<file path="src/rtl/ddr_cas_responder.sv">
// ddr_pkg: CAS command encodings shared by the responder and its users.
//
// ddr_cas_responder
//   Device-side DRAM data model for CAS commands. Accepted RD/RDA/WR/WRA
//   commands wait in an in-order queue until their data window opens
//   (AL+CL or AL+CWL cycles after accept), then a burst FSM walks the
//   burst-aligned column block, reading from or writing into a local store.
//   Ports:
//     CK_t     - clock, rising edge
//     reset_n  - synchronous active-low reset (store contents survive it)
//     bus      - ddr_cas_responder_if.slave: command, latencies, burst
//                length, write data in; read data, burst strobes, rw_done,
//                autopre_pulse and sticky error flags out
//   Optional feature: define DDR_RSP_AUTOPRE_EN to pulse autopre_pulse on the
//   last beat of RDA/WRA bursts; otherwise autopre_pulse is constant 0.
package ddr_pkg;
    localparam logic [2:0] RD_R  = 3'b001;
    localparam logic [2:0] RDA_R = 3'b010;
    localparam logic [2:0] WR_R  = 3'b011;
    localparam logic [2:0] WRA_R = 3'b100;
endpackage

module ddr_cas_responder #(
    parameter int COL_W  = 6,
    parameter int DQ_W   = 8,
    parameter int QDEPTH = 4
) (
    input  logic                CK_t,
    input  logic                reset_n,
    ddr_cas_responder_if.slave  bus
);
    import ddr_pkg::*;

    localparam int QA_W  = $clog2(QDEPTH);
    localparam int DEPTH = 1 << COL_W;

    typedef enum logic [1:0] {RSP_IDLE, RSP_READ, RSP_WRITE} rsp_state_t;

    typedef struct packed {
        logic             is_rd;
        logic             autopre;
        logic             len4;     // 1: BL8 (4 cycles), 0: BL4 (2 cycles)
        logic [COL_W-1:0] col;
        logic [15:0]      start;
    } cas_entry_t;

    // Column for a given beat: low bits wrap inside the burst-aligned block.
    function automatic logic [COL_W-1:0] burst_addr(input logic [COL_W-1:0] col,
                                                    input logic             len4,
                                                    input logic [1:0]       beat);
        logic [COL_W-1:0] a;
        a = col;
        if (len4) a[1:0] = col[1:0] + beat;
        else      a[0]   = col[0] ^ beat[0];
        return a;
    endfunction

    rsp_state_t        state;
    logic [15:0]       tick;
    logic [15:0]       last_end;
    cas_entry_t        queue [QDEPTH];
    logic [QA_W-1:0]   wr_ptr, rd_ptr;
    logic [QA_W:0]     count;
    logic [1:0]        beat;
    logic              cur_len4, cur_autopre;
    logic [COL_W-1:0]  cur_col, addr;
    logic              rd_valid_q, wr_sample_q, rw_done_q, autopre_q;
    logic              err_overflow_q, err_collision_q;
    logic [2*DQ_W-1:0] mem [DEPTH];

    // Command decode and window computation
    logic        cmd_rd, cmd_wr, cmd_ap, cmd_cas, cmd_len4;
    logic [5:0]  lat_sum, lat;
    logic [15:0] cmd_start, cmd_end, start_vs_end;
    cas_entry_t  new_entry;

    assign cmd_rd   = (bus.cmd_type == RD_R) || (bus.cmd_type == RDA_R);
    assign cmd_wr   = (bus.cmd_type == WR_R) || (bus.cmd_type == WRA_R);
    assign cmd_cas  = bus.cmd_valid && (cmd_rd || cmd_wr);
    assign cmd_len4 = (bus.BL != 4'd4);
`ifdef DDR_RSP_AUTOPRE_EN
    assign cmd_ap   = (bus.cmd_type == RDA_R) || (bus.cmd_type == WRA_R);
`else
    assign cmd_ap   = 1'b0;
`endif
    assign lat_sum   = {1'b0, bus.AL} + (cmd_rd ? {1'b0, bus.CL} : {1'b0, bus.CWL});
    assign lat       = (lat_sum == 6'd0) ? 6'd1 : lat_sum;
    assign cmd_start = tick + {10'd0, lat};
    assign cmd_end   = cmd_start + (cmd_len4 ? 16'd3 : 16'd1);
    assign new_entry = '{is_rd: cmd_rd, autopre: cmd_ap, len4: cmd_len4,
                         col: bus.cmd_col, start: cmd_start};

    // Queue head timing. tick here is the pre-edge count, so a head whose
    // start equals tick opens its burst on this edge; the same compare
    // serves both the idle start and a back-to-back chain off a last beat.
    cas_entry_t  head;
    logic [15:0] tick_vs_head;
    logic        head_vld, head_due, head_late;
    logic        active, burst_last, issue, pop, busy, q_full, collide, push;
    logic [1:0]  last_beat, next_beat;

    assign head         = queue[rd_ptr];
    assign head_vld     = (count != '0);
    assign tick_vs_head = tick - head.start;
    assign head_due     = head_vld && (tick_vs_head == 16'd0);
    assign head_late    = head_vld && !tick_vs_head[15] && (tick_vs_head != 16'd0);
    assign active       = (state != RSP_IDLE);
    assign last_beat    = cur_len4 ? 2'd3 : 2'd1;
    assign next_beat    = beat + 2'd1;
    assign burst_last   = active && (beat == last_beat);
    assign issue        = head_due && (!active || burst_last);
    assign pop          = issue || head_late;
    // last_end is only meaningful while something is queued or bursting.
    assign busy         = head_vld || active;
    assign q_full       = (count == (QA_W+1)'(QDEPTH)) && !pop;
    assign start_vs_end = cmd_start - last_end;
    assign collide      = busy && (start_vs_end[15] || (start_vs_end == 16'd0));
    assign push         = cmd_cas && !q_full && !collide;

    always_ff @(posedge CK_t) begin
        if (push) queue[wr_ptr] <= new_entry;
    end

    always_ff @(posedge CK_t) begin
        if (!reset_n) begin
            state           <= RSP_IDLE;
            tick            <= '0;
            last_end        <= '0;
            wr_ptr          <= '0;
            rd_ptr          <= '0;
            count           <= '0;
            beat            <= '0;
            cur_len4        <= 1'b0;
            cur_autopre     <= 1'b0;
            cur_col         <= '0;
            addr            <= '0;
            rd_valid_q      <= 1'b0;
            wr_sample_q     <= 1'b0;
            rw_done_q       <= 1'b0;
            autopre_q       <= 1'b0;
            err_overflow_q  <= 1'b0;
            err_collision_q <= 1'b0;
        end else begin
            tick <= tick + 16'd1;

            if (push) begin
                wr_ptr   <= wr_ptr + 1'b1;
                last_end <= cmd_end;
            end
            if (pop) rd_ptr <= rd_ptr + 1'b1;
            if (push && !pop)      count <= count + 1'b1;
            else if (pop && !push) count <= count - 1'b1;

            if (cmd_cas && q_full)       err_overflow_q  <= 1'b1;
            else if (cmd_cas && collide) err_collision_q <= 1'b1;
            // A head that missed its slot is discarded and flagged.
            if (head_late)               err_collision_q <= 1'b1;

            rw_done_q <= 1'b0;
            autopre_q <= 1'b0;
            if (issue) begin
                state       <= head.is_rd ? RSP_READ : RSP_WRITE;
                beat        <= 2'd0;
                cur_col     <= head.col;
                cur_len4    <= head.len4;
                cur_autopre <= head.autopre;
                addr        <= head.col;
                rd_valid_q  <= head.is_rd;
                wr_sample_q <= !head.is_rd;
            end else if (active && !burst_last) begin
                beat      <= next_beat;
                addr      <= burst_addr(cur_col, cur_len4, next_beat);
                rw_done_q <= (next_beat == last_beat);
                autopre_q <= (next_beat == last_beat) && cur_autopre;
            end else begin
                state       <= RSP_IDLE;
                rd_valid_q  <= 1'b0;
                wr_sample_q <= 1'b0;
            end
        end
    end

    // Store is not reset; a write cycle cut short by reset is not committed.
    always_ff @(posedge CK_t) begin
        if (reset_n && wr_sample_q) mem[addr] <= bus.wr_data;
    end

    assign bus.rd_data       = rd_valid_q ? mem[addr] : '0;
    assign bus.rd_valid      = rd_valid_q;
    assign bus.wr_sample     = wr_sample_q;
    assign bus.rw_done       = rw_done_q;
    assign bus.autopre_pulse = autopre_q;
    assign bus.err_overflow  = err_overflow_q;
    assign bus.err_collision = err_collision_q;
endmodule

</file>
<file path="src/rtl/ddr_cas_responder_if.sv">
// ddr_cas_responder_if
//   CAS command and DQ data bundle between the controller's CAS scheduler
//   (master) and the device-side responder (slave).
//   Command side : cmd_valid, cmd_type, cmd_col, CL/AL/CWL, BL, wr_data
//   Response side: rd_data, rd_valid, wr_sample, rw_done, autopre_pulse,
//                  err_overflow, err_collision
interface ddr_cas_responder_if #(
    parameter int COL_W = 6,
    parameter int DQ_W  = 8
);
    logic               cmd_valid;
    logic [2:0]         cmd_type;
    logic [COL_W-1:0]   cmd_col;
    logic [4:0]         CL;
    logic [4:0]         AL;
    logic [4:0]         CWL;
    logic [3:0]         BL;
    logic [2*DQ_W-1:0]  wr_data;
    logic [2*DQ_W-1:0]  rd_data;
    logic               rd_valid;
    logic               wr_sample;
    logic               rw_done;
    logic               autopre_pulse;
    logic               err_overflow;
    logic               err_collision;

    modport master (
        output cmd_valid, cmd_type, cmd_col, CL, AL, CWL, BL, wr_data,
        input  rd_data, rd_valid, wr_sample, rw_done, autopre_pulse,
               err_overflow, err_collision
    );

    modport slave (
        input  cmd_valid, cmd_type, cmd_col, CL, AL, CWL, BL, wr_data,
        output rd_data, rd_valid, wr_sample, rw_done, autopre_pulse,
               err_overflow, err_collision
    );
endinterface

</file>
<file path="src/flat_wrapper.sv">
// flat-port wrapper written by rule: the top's interface ports become plain ports
module ddr_cas_responder_flat import ddr_pkg::*;
#(
    parameter int COL_W  = 6,
    parameter int DQ_W   = 8,
    parameter int QDEPTH = 4
)
  (CK_t, reset_n, bus_cmd_valid, bus_cmd_type, bus_cmd_col, bus_CL, bus_AL, bus_CWL, bus_BL, bus_wr_data, bus_rd_data, bus_rd_valid, bus_wr_sample, bus_rw_done, bus_autopre_pulse, bus_err_overflow, bus_err_collision);
  ddr_cas_responder_if #(.COL_W(COL_W), .DQ_W(DQ_W)) bus_i ();
  input  logic CK_t;
  input  logic reset_n;
  input wire logic [$bits(bus_i.cmd_valid)-1:0] bus_cmd_valid;
  input wire logic [$bits(bus_i.cmd_type)-1:0] bus_cmd_type;
  input wire logic [$bits(bus_i.cmd_col)-1:0] bus_cmd_col;
  input wire logic [$bits(bus_i.CL)-1:0] bus_CL;
  input wire logic [$bits(bus_i.AL)-1:0] bus_AL;
  input wire logic [$bits(bus_i.CWL)-1:0] bus_CWL;
  input wire logic [$bits(bus_i.BL)-1:0] bus_BL;
  input wire logic [$bits(bus_i.wr_data)-1:0] bus_wr_data;
  output wire logic [$bits(bus_i.rd_data)-1:0] bus_rd_data;
  output wire logic [$bits(bus_i.rd_valid)-1:0] bus_rd_valid;
  output wire logic [$bits(bus_i.wr_sample)-1:0] bus_wr_sample;
  output wire logic [$bits(bus_i.rw_done)-1:0] bus_rw_done;
  output wire logic [$bits(bus_i.autopre_pulse)-1:0] bus_autopre_pulse;
  output wire logic [$bits(bus_i.err_overflow)-1:0] bus_err_overflow;
  output wire logic [$bits(bus_i.err_collision)-1:0] bus_err_collision;
  assign bus_i.cmd_valid = bus_cmd_valid;
  assign bus_i.cmd_type = bus_cmd_type;
  assign bus_i.cmd_col = bus_cmd_col;
  assign bus_i.CL = bus_CL;
  assign bus_i.AL = bus_AL;
  assign bus_i.CWL = bus_CWL;
  assign bus_i.BL = bus_BL;
  assign bus_i.wr_data = bus_wr_data;
  assign bus_rd_data = bus_i.rd_data;
  assign bus_rd_valid = bus_i.rd_valid;
  assign bus_wr_sample = bus_i.wr_sample;
  assign bus_rw_done = bus_i.rw_done;
  assign bus_autopre_pulse = bus_i.autopre_pulse;
  assign bus_err_overflow = bus_i.err_overflow;
  assign bus_err_collision = bus_i.err_collision;
  ddr_cas_responder #(.COL_W(COL_W), .DQ_W(DQ_W), .QDEPTH(QDEPTH)) u_core (.CK_t(CK_t), .reset_n(reset_n), .bus(bus_i));
endmodule
</file>
<file path="config.mk">
export PLATFORM = sky130hd
export DESIGN_NAME = ddr_cas_responder_flat
export DESIGN_NICKNAME = d
export VERILOG_FILES = /design/src/rtl/ddr_cas_responder.sv /design/src/rtl/ddr_cas_responder_if.sv /design/src/flat_wrapper.sv
export SDC_FILE = /design/constraint.sdc
export NUM_CORES = 1
export LEC_CHECK = 0
export ABC_AREA = 1
export BUFFER_PORTS_ARGS = -buffer_cell sky130_fd_sc_hd__buf_2
export CAP_MARGIN = 20
export CELL_PAD_IN_SITES_DETAIL_PLACEMENT = 0
export CELL_PAD_IN_SITES_GLOBAL_PLACEMENT = 2
export CORE_MARGIN = 4
export CORE_UTILIZATION = 47
export DETAILED_ROUTE_END_ITERATION = 7
export GPL_TIMING_DRIVEN = 1
export PLACE_DENSITY_LB_ADDON = 0.1
export RECOVER_POWER = 100
export SKIP_CTS_REPAIR_TIMING = 1
export SYNTH_ARGS = -nofsm -noshare
export SYNTH_HDL_FRONTEND = slang
export SYNTH_SLANG_ARGS = --single-unit
</file>
<file path="constraint.sdc">
create_clock -name CK_t -period 11.1 [get_ports CK_t]
set_clock_uncertainty 0.2 [all_clocks]
set_input_delay 1.11 -clock CK_t [delete_from_list [all_inputs] [get_ports CK_t]]
set_output_delay 1.11 -clock CK_t [all_outputs]
set_load 0.1 [all_outputs]
</file>
==> flow_metrics.env, run 1 <==
export IMPL_synth_xor_area_share_pct=0.646
export IMPL_setup_viol=0
export IMPL_cts_tree="built"
export IMPL_yosys_area_share_simple_pct=11.6
export IMPL_critPathCaptureType="output port"
export IMPL_ys_async_sr_fraction_pct=0
export IMPL_cts_root_buf="sky130_fd_sc_hd__clkbuf_16"
export IMPL_timing_final_max_slew_violations=1553
export IMPL_number_of_antenna_violations_at_the_first_check_in_global_routing=2
export IMPL_synth_compound_area_share_pct=12.1
export IMPL_grt_use_met3_pct=3.90
export IMPL_synth_top_cells_by_area="sky130_fd_sc_hd__edfxtp_1 (68%), sky130_fd_sc_hd__o21ai_0 (5.8%), sky130_fd_sc_hd__nor2_1 (5.7%)"
export IMPL_worst_hold_path_type="register to register"
export IMPL_gr_usage_met1_pct=35.3
export IMPL_clk_transition_reported_paths_ns=0.06
export IMPL_yosys_area_top_type="sky130_fd_sc_hd__edfxtp_1"
export IMPL_final_period_utilization_pct=86.1
export IMPL_avgRoutedWirePerCell_um=25.1
export IMPL_tightestPinTransition_ns=3.89
export IMPL_critical_path_class="register to output port"
export IMPL_cpPeakStageDelay_ns=2.00
export IMPL_finalCoreUtilization_pct=53.1
export IMPL_top_level_ports=69
export IMPL_die_h_um=333
export IMPL_wl_um=143000
export IMPL_worstPathCellList="buf_4 > clkbuf_1 > clkbuf_1 > o21ai_0 > o221ai_1 > nand3_1 > o311ai_0 > nand3_1 > a21oi_1 > clkbuf_1"
export IMPL_share_of_yosys_cell_area_claimed_by_the_top_area_cell_type_pct=67.8
export IMPL_p_total_mw=10.2
export IMPL_register_area_share_after_synthesis_pct=70.5
export IMPL_layout_stage_area_growth_over_the_synthesis_result_pct=11.5
export IMPL_grt_ovfl_total=0
export IMPL_final_weighted_congestion_in_routability_driven_placement=0.797
export IMPL_grt_use_met2_pct=42.0
export IMPL_worstSkewPairLatency_ns=0.72
export IMPL_routed_via_count=33000
export IMPL_irDropWorstVdd_mv=0.123
export IMPL_final_hold_violation_count=0
export IMPL_worst_path_most_repeated_cell="sky130_fd_sc_hd__clkbuf_1"
export IMPL_max_cap_violations=39
export IMPL_setup_ws_post_layout_ns=1.55
export IMPL_synth_enable_flop_cells=1120
export IMPL_synthCells=4140
export IMPL_hpwl_um=78000
export IMPL_numClockSinks=1187
export IMPL_syn_mean_instance_area_um2=12.0
export IMPL_post_synthesis_share_of_cell_area_spent_on_full_adders_half_adders_and_majority_gates_pct=1.44
export IMPL_synth_ff_latch_count=1187
export IMPL_outcome="complete, but fails checks"
export IMPL_numPortBuffers=67
export IMPL_static_leakage_power_nw=18.8
export IMPL_mappedNetlistArea_um2=49600
export IMPL_max_slew_margin_rel_pct=-160
export IMPL_placeableCoreArea_um2=104000
export IMPL_worst_endpoint_data_arrival_time_ns=8.24
export IMPL_globalRoute_busiestLayer="met2"
export IMPL_pre_cts_slack_ns=2.26
export IMPL_initial_core_util_pct=47.6
export IMPL_hold_ws_ns=0.248
export IMPL_synthMuxAreaShare_pct=0
export IMPL_drt_pre_antenna_iters=5
export IMPL_power_density_nw_per_um2=185
export IMPL_setup_tns_final_ns=0
export IMPL_failed_checks="max-capacitance violations, max-slew violations"
export IMPL_crit_path_top_delay_cell="sky130_fd_sc_hd__clkbuf_1"
export IMPL_remaining_drc_errors=0
export IMPL_critPathMaxFanout=51
export IMPL_cp_num_buf_inv=4
export IMPL_drive_gt1_share_pct=6.70
export IMPL_synth_distinct_cells=51
export IMPL_number_of_antenna_diodes=0
export IMPL_htree_levels=4
export IMPL_track_usage_pct=25.3
export IMPL_detail_route_iter0_violations=3309
export IMPL_fp_dieW_um=333
export IMPL_timing_critical_path_max_delay_family="buffers and inverters"
export IMPL_critical_path_startpoint_type="register"
export IMPL_dominant_combinational_cell_family_by_area_after_synthesis="compound AO/OA/AOI/OAI gates"
export IMPL_ys_dominant_reg_cell="sky130_fd_sc_hd__edfxtp_1"
export IMPL_detail_route_antenna_nets=0
export IMPL_final_nets=4304
export IMPL_rsz0062_at_grt="false"
export IMPL_num_rows=118
export IMPL_fmax_ghz=0.105
export IMPL_first_global_vias=31800
export IMPL_grt_start_max_net_pins=177
export IMPL_area_of_the_die_um2=111000
export IMPL_required_ns=9.79
export IMPL_ys_warns=0
export IMPL_grt_first_pass_wirelength_um=210000
export IMPL_tritoncts_num_buffers=130
export IMPL_viasPerCell=5.81
export IMPL_cts_max_path_buffers=3
export IMPL_synth_nets=4241
export IMPL_post_route_min_period_ns=9.55
-- worst min-delay path, cell delays in order, from the launching register on --
cell	delay, ns
sky130_fd_sc_hd__dfxtp_1	0.30
sky130_fd_sc_hd__inv_1	0.04
sky130_fd_sc_hd__a21oi_1	0.05
-- kinds of logic after synthesis --
family                   count (synthesis)
AO/OA/AOI/OAI                          996
flip-flops                            1187
AND/OR/NAND/NOR                       1408
XOR/XNOR                                34
other                                    1
adder cells (fa/ha/maj)                 54
buffers and inverters                  460
-- report_power, final --
part           internal (mW)  total, mW  switching (mW)
sequential              4.97       5.00          0.0282
clock                   2.44       4.14            1.70
combinational          0.340       1.10           0.759
-- cells in the mapped netlist (3+ instances only) --
library cell               count
sky130_fd_sc_hd__buf_6         5
sky130_fd_sc_hd__clkbuf_1    210
sky130_fd_sc_hd__inv_1       204
sky130_fd_sc_hd__buf_2        14
sky130_fd_sc_hd__nand2_2       4
sky130_fd_sc_hd__xor2_2        3
sky130_fd_sc_hd__inv_2         3
sky130_fd_sc_hd__xor2_1       22
sky130_fd_sc_hd__dfxtp_1      67
sky130_fd_sc_hd__o311ai_0     18
sky130_fd_sc_hd__ha_1         49
sky130_fd_sc_hd__nor2_2        3
sky130_fd_sc_hd__nand2_1     361
sky130_fd_sc_hd__nand3_1     241
sky130_fd_sc_hd__buf_1        20
sky130_fd_sc_hd__nor2_1      749
sky130_fd_sc_hd__nor3_1       13
sky130_fd_sc_hd__nor4_1        3
sky130_fd_sc_hd__o22ai_1      75
sky130_fd_sc_hd__nand4_1      22
sky130_fd_sc_hd__o221ai_1    188
sky130_fd_sc_hd__edfxtp_1   1120
sky130_fd_sc_hd__o211ai_1     10
sky130_fd_sc_hd__o21ai_0     573
sky130_fd_sc_hd__xnor2_1       9
sky130_fd_sc_hd__fa_1          5
sky130_fd_sc_hd__clkinv_1      3
sky130_fd_sc_hd__a31oi_1       8
sky130_fd_sc_hd__a32o_1       14
sky130_fd_sc_hd__and2_1        3
sky130_fd_sc_hd__a21oi_1      96
-- cell usage in the layout, fill, tap and decap left out, types with 8 or more instances in the layout --
cell type	n
sky130_fd_sc_hd__a21oi_1	98
sky130_fd_sc_hd__a31oi_1	8
sky130_fd_sc_hd__a32o_1	14
sky130_fd_sc_hd__buf_2	46
sky130_fd_sc_hd__buf_4	29
sky130_fd_sc_hd__bufinv_16	9
sky130_fd_sc_hd__clkbuf_1	132
sky130_fd_sc_hd__clkbuf_16	135
sky130_fd_sc_hd__clkinv_1	33
sky130_fd_sc_hd__clkinv_2	14
sky130_fd_sc_hd__dfxtp_1	63
sky130_fd_sc_hd__edfxtp_1	1120
sky130_fd_sc_hd__ha_1	49
sky130_fd_sc_hd__inv_1	202
sky130_fd_sc_hd__nand2_1	364
sky130_fd_sc_hd__nand3_1	241
sky130_fd_sc_hd__nand4_1	23
sky130_fd_sc_hd__nor2_1	731
sky130_fd_sc_hd__nor2_2	22
sky130_fd_sc_hd__nor3_1	13
sky130_fd_sc_hd__o211ai_1	10
sky130_fd_sc_hd__o21ai_0	574
sky130_fd_sc_hd__o221ai_1	188
sky130_fd_sc_hd__o22ai_1	75
sky130_fd_sc_hd__o311ai_0	18
sky130_fd_sc_hd__xnor2_1	9
sky130_fd_sc_hd__xor2_1	25
-- worst paths after layout --
path	startpoint	end	slack, ns	cells after the start
worst max-delay path	register	bus_rd_data[0]	1.55	10
worst min-delay path	u_core.bus.err_collision$_SDFFE_PN0P_	u_core.bus.err_collision$_SDFFE_PN0P_	0.25	2
worst max register to register	register	u_core.count[2]$_SDFFE_PN0P_	2.33	27
worst min register to register	u_core.bus.err_collision$_SDFFE_PN0P_	u_core.bus.err_collision$_SDFFE_PN0P_	0.25	2
-- cell type report --
type | instances | area, µm²
sequential | 1187 | 35000
clock buffer | 168 | 3520
clock inverter | 60 | 533
inverter | 210 | 807
multi-input combinational | 2493 | 12800
tap | 1380 | 1730
fill | 9133 | 48800
timing repair buffer | 181 | 927
-- state kept, by name, indices dropped and copies added (netlist names), 2 cells and up, named ones only --
| name | count |
|---|---|
| u_core.mem | 1024 |
| u_core.queue | 96 |
| u_core.last_end | 16 |
| u_core.tick | 16 |
| u_core.addr | 6 |
| u_core.cur_col | 6 |
| u_core.count | 3 |
| u_core.beat | 2 |
| u_core.rd_ptr | 2 |
| u_core.wr_ptr | 2 |
-- stage by stage --
stage / instance area [µm²] / std cells
after floorplan: 49600 / 4140
after global placement: 51700 / 5446
after detailed placement: 51700 / 5447
after CTS: 55700 / 5675
after global routing: 55300 / 5679
final: 55300 / 5679
-- routing by layer --
metal	part of all wire [%]	up-vias
li1	-	15300
met1	44	16400
met4	2.3	0
met5	0	-
met2	48	1059
met3	6.4	182
(Power assumes the default switching activity.)
==> inputs of run 2 (changes only) <==
--- a/config.mk
+++ b/config.mk
@@ -16,6 +16,7 @@
 export GPL_TIMING_DRIVEN = 1
 export PLACE_DENSITY_LB_ADDON = 0.1
 export RECOVER_POWER = 100
+export REMOVE_ABC_BUFFERS = 1
 export SKIP_CTS_REPAIR_TIMING = 1
 export SYNTH_ARGS = -nofsm -noshare
 export SYNTH_HDL_FRONTEND = slang
==> run 2 against run 1 <==
The run still ends with max-capacitance violations, max-slew violations left. Count of clock-buffer cells in the layout fell by 6. Worst hold slack gained 0.0024 ns. Wire length down 2.2%. Core utilization fell by 0.060 points. Setup slack better by 0.53 ns. Critical path type unchanged.
==> flow_metrics.env, run 2 (synthesis results as in run 1) <==
export IMPL_power_density_nw_per_um2=185
export IMPL_timing_final_max_slew_violations=1509
export IMPL_tritoncts_num_buffers=130
export IMPL_cts_max_path_buffers=3
export IMPL_drt_pre_antenna_iters=6
export IMPL_worst_hold_path_type="register to register"
export IMPL_finalCoreUtilization_pct=53.1
export IMPL_top_level_ports=69
export IMPL_detail_route_iter0_violations=3035
export IMPL_fp_dieW_um=333
export IMPL_setup_ws_post_layout_ns=2.07
export IMPL_area_of_the_die_um2=111000
export IMPL_hold_ws_ns=0.251
export IMPL_ff2ff_setup_slack_ns=2.43
export IMPL_hold_path_depth=2
export IMPL_numClockSinks=1187
export IMPL_setup_viol=0
export IMPL_tightestPinTransition_ns=3.64
export IMPL_numPlacedInstances=5449
export IMPL_placeableCoreArea_um2=104000
export IMPL_num_rows=118
export IMPL_globalRoute_busiestLayer="met2"
export IMPL_critPathMaxFanout=80
export IMPL_detail_route_antenna_nets=0
export IMPL_final_weighted_congestion_in_routability_driven_placement=0.815
export IMPL_fmax_ghz=0.111
export IMPL_gr_usage_met1_pct=35.4
export IMPL_worstSkewPairLatency_ns=0.74
export IMPL_track_usage_pct=24.7
export IMPL_irDropWorstVdd_mv=0.114
export IMPL_rsz0062_at_grt="false"
export IMPL_grt_first_pass_wirelength_um=205000
export IMPL_max_cap_violations=34
export IMPL_hold_start="u_core.bus.err_overflow$_SDFFE_PN0P_"
export IMPL_grt_ovfl_total=0
export IMPL_largest_registers="u_core.mem: 1024 flops, u_core.queue: 96 flops"
export IMPL_number_of_antenna_violations_at_the_first_check_in_global_routing=2
export IMPL_whs_endpoint="u_core.bus.err_overflow$_SDFFE_PN0P_"
export IMPL_grt_use_met2_pct=39.2
export IMPL_critical_path_startpoint_type="register"
export IMPL_cts_tree="built"
export IMPL_final_nets=4305
export IMPL_layout_stage_area_growth_over_the_synthesis_result_pct=11.4
export IMPL_layout_commonest_cell="sky130_fd_sc_hd__edfxtp_1"
export IMPL_regToRegEndpoint="u_core.count[2]$_SDFFE_PN0P_"
export IMPL_pre_cts_slack_ns=2.82
export IMPL_wl_um=139000
export IMPL_first_global_vias=30700
export IMPL_routed_via_count=32700
export IMPL_static_leakage_power_nw=18.8
export IMPL_post_placement_cell_area_um2=51700
export IMPL_layout_filler_cells=9112
export IMPL_avgRoutedWirePerCell_um=24.5
export IMPL_timing_reg2reg_worst_path_depth=28
export IMPL_numPortBuffers=67
export IMPL_viasPerCell=5.76
export IMPL_drive_gt1_share_pct=6.99
export IMPL_outcome="complete, but fails checks"
export IMPL_die_h_um=333
export IMPL_critical_path_class="register to output port"
export IMPL_hpwl_um=78400
export IMPL_cts_root_buf="sky130_fd_sc_hd__clkbuf_16"
export IMPL_final_cell_count_no_fill=5687
export IMPL_remaining_drc_errors=0
export IMPL_max_slew_margin_rel_pct=-143
export IMPL_most_common_layout_cells="sky130_fd_sc_hd__edfxtp_1 (1,120), sky130_fd_sc_hd__nor2_1 (725), sky130_fd_sc_hd__o21ai_0 (574), sky130_fd_sc_hd__nand2_1 (364), sky130_fd_sc_hd__nand3_1 (241)"
export IMPL_final_hold_violation_count=0
export IMPL_failed_checks="max-capacitance violations, max-slew violations"
export IMPL_largest_register_ffs=1024
export IMPL_largest_register="u_core.mem"
export IMPL_htree_levels=4
export IMPL_final_period_utilization_pct=81.3
export IMPL_clk_transition_reported_paths_ns=0.06
export IMPL_post_route_min_period_ns=9.03
export IMPL_grt_use_met3_pct=4.19
export IMPL_required_ns=9.79
export IMPL_grt_start_max_net_pins=116
export IMPL_initial_core_util_pct=47.6
export IMPL_critPathCaptureType="output port"
export IMPL_post_route_cell_area_um2=55200
export IMPL_worst_endpoint_data_arrival_time_ns=7.72
[run 2: cell count changes in the layout (fill, tap and decap cells not counted), moves of 3 or more]
cell and change:
sky130_fd_sc_hd__clkinv_1 -3, sky130_fd_sc_hd__nor2_1 -6, sky130_fd_sc_hd__inv_6 +3, sky130_fd_sc_hd__bufinv_16 -3, sky130_fd_sc_hd__buf_12 -5, sky130_fd_sc_hd__clkbuf_1 +3, sky130_fd_sc_hd__nor2_4 +4, sky130_fd_sc_hd__clkinv_2 +11
[run 2: final cells by class]
type | count | area, µm² | area share [%]
Antenna cell | 2 | 5.00 | 0.00906
Clock inverter | 71 | 569 | 1.03
Multi-Input combinational cell | 2493 | 12800 | 23.2
Timing Repair Buffer | 182 | 852 | 1.54
Sequential cell | 1187 | 35000 | 63.3
Clock buffer | 162 | 3460 | 6.26
Inverter | 210 | 807 | 1.46
Tap cell | 1380 | 1730 | 3.13
[run 2: how the worst max path moves through the flow]
stage / startpoint / end / depth (start not counted)
after detailed placement: bus_cmd_type[1] / u_core.count[2]$_SDFFE_PN0P_ / 46
after CTS: bus_cmd_type[1] / u_core.count[2]$_SDFFE_PN0P_ / 43
after global routing: register / u_core.count[2]$_SDFFE_PN0P_ / 28
after global placement: bus_cmd_type[1] / u_core.count[2]$_SDFFE_PN0P_ / 46
final: register / bus_rd_data[15] / 9
after floorplan: register / bus_rd_data[15] / 7
[run 2: where the power goes]
group	leakage (nW)	switching, mW	internal, mW	total [mW]
logic	6.19	0.761	0.342	1.10
registers	10.6	0.0276	4.97	5.00
clock network	1.97	1.76	2.36	4.11
total	18.8	2.54	7.67	10.2
[run 2: per-stage QoR]
stage | TNS (ns) | power, mW
global route | 0 | 10.6
finish | 0 | 10.2
floorplan | -148.00 | 5.84
global placement | 0 | 6.20
detailed placement | 0 | 6.20
CTS | 0 | 10.3
[run 2: worst max-delay path, stage by stage, from the launching register on]
cell                       delay [ns]
sky130_fd_sc_hd__dfxtp_4         0.76
sky130_fd_sc_hd__buf_4           0.66
sky130_fd_sc_hd__clkbuf_1        2.51
sky130_fd_sc_hd__o21ai_0         0.37
sky130_fd_sc_hd__o22ai_1         0.28
sky130_fd_sc_hd__o21ai_0         0.10
sky130_fd_sc_hd__o211ai_1        0.60
sky130_fd_sc_hd__nand3_1         0.29
sky130_fd_sc_hd__a21oi_1         0.38
sky130_fd_sc_hd__clkbuf_1        0.92
[run 2: metal layers]
metal	wire length [µm]	vias to the layer above
met5	0	-
met4	3390	0
met3	8880	184
met2	65000	1032
met1	62200	16200
li1	-	15300
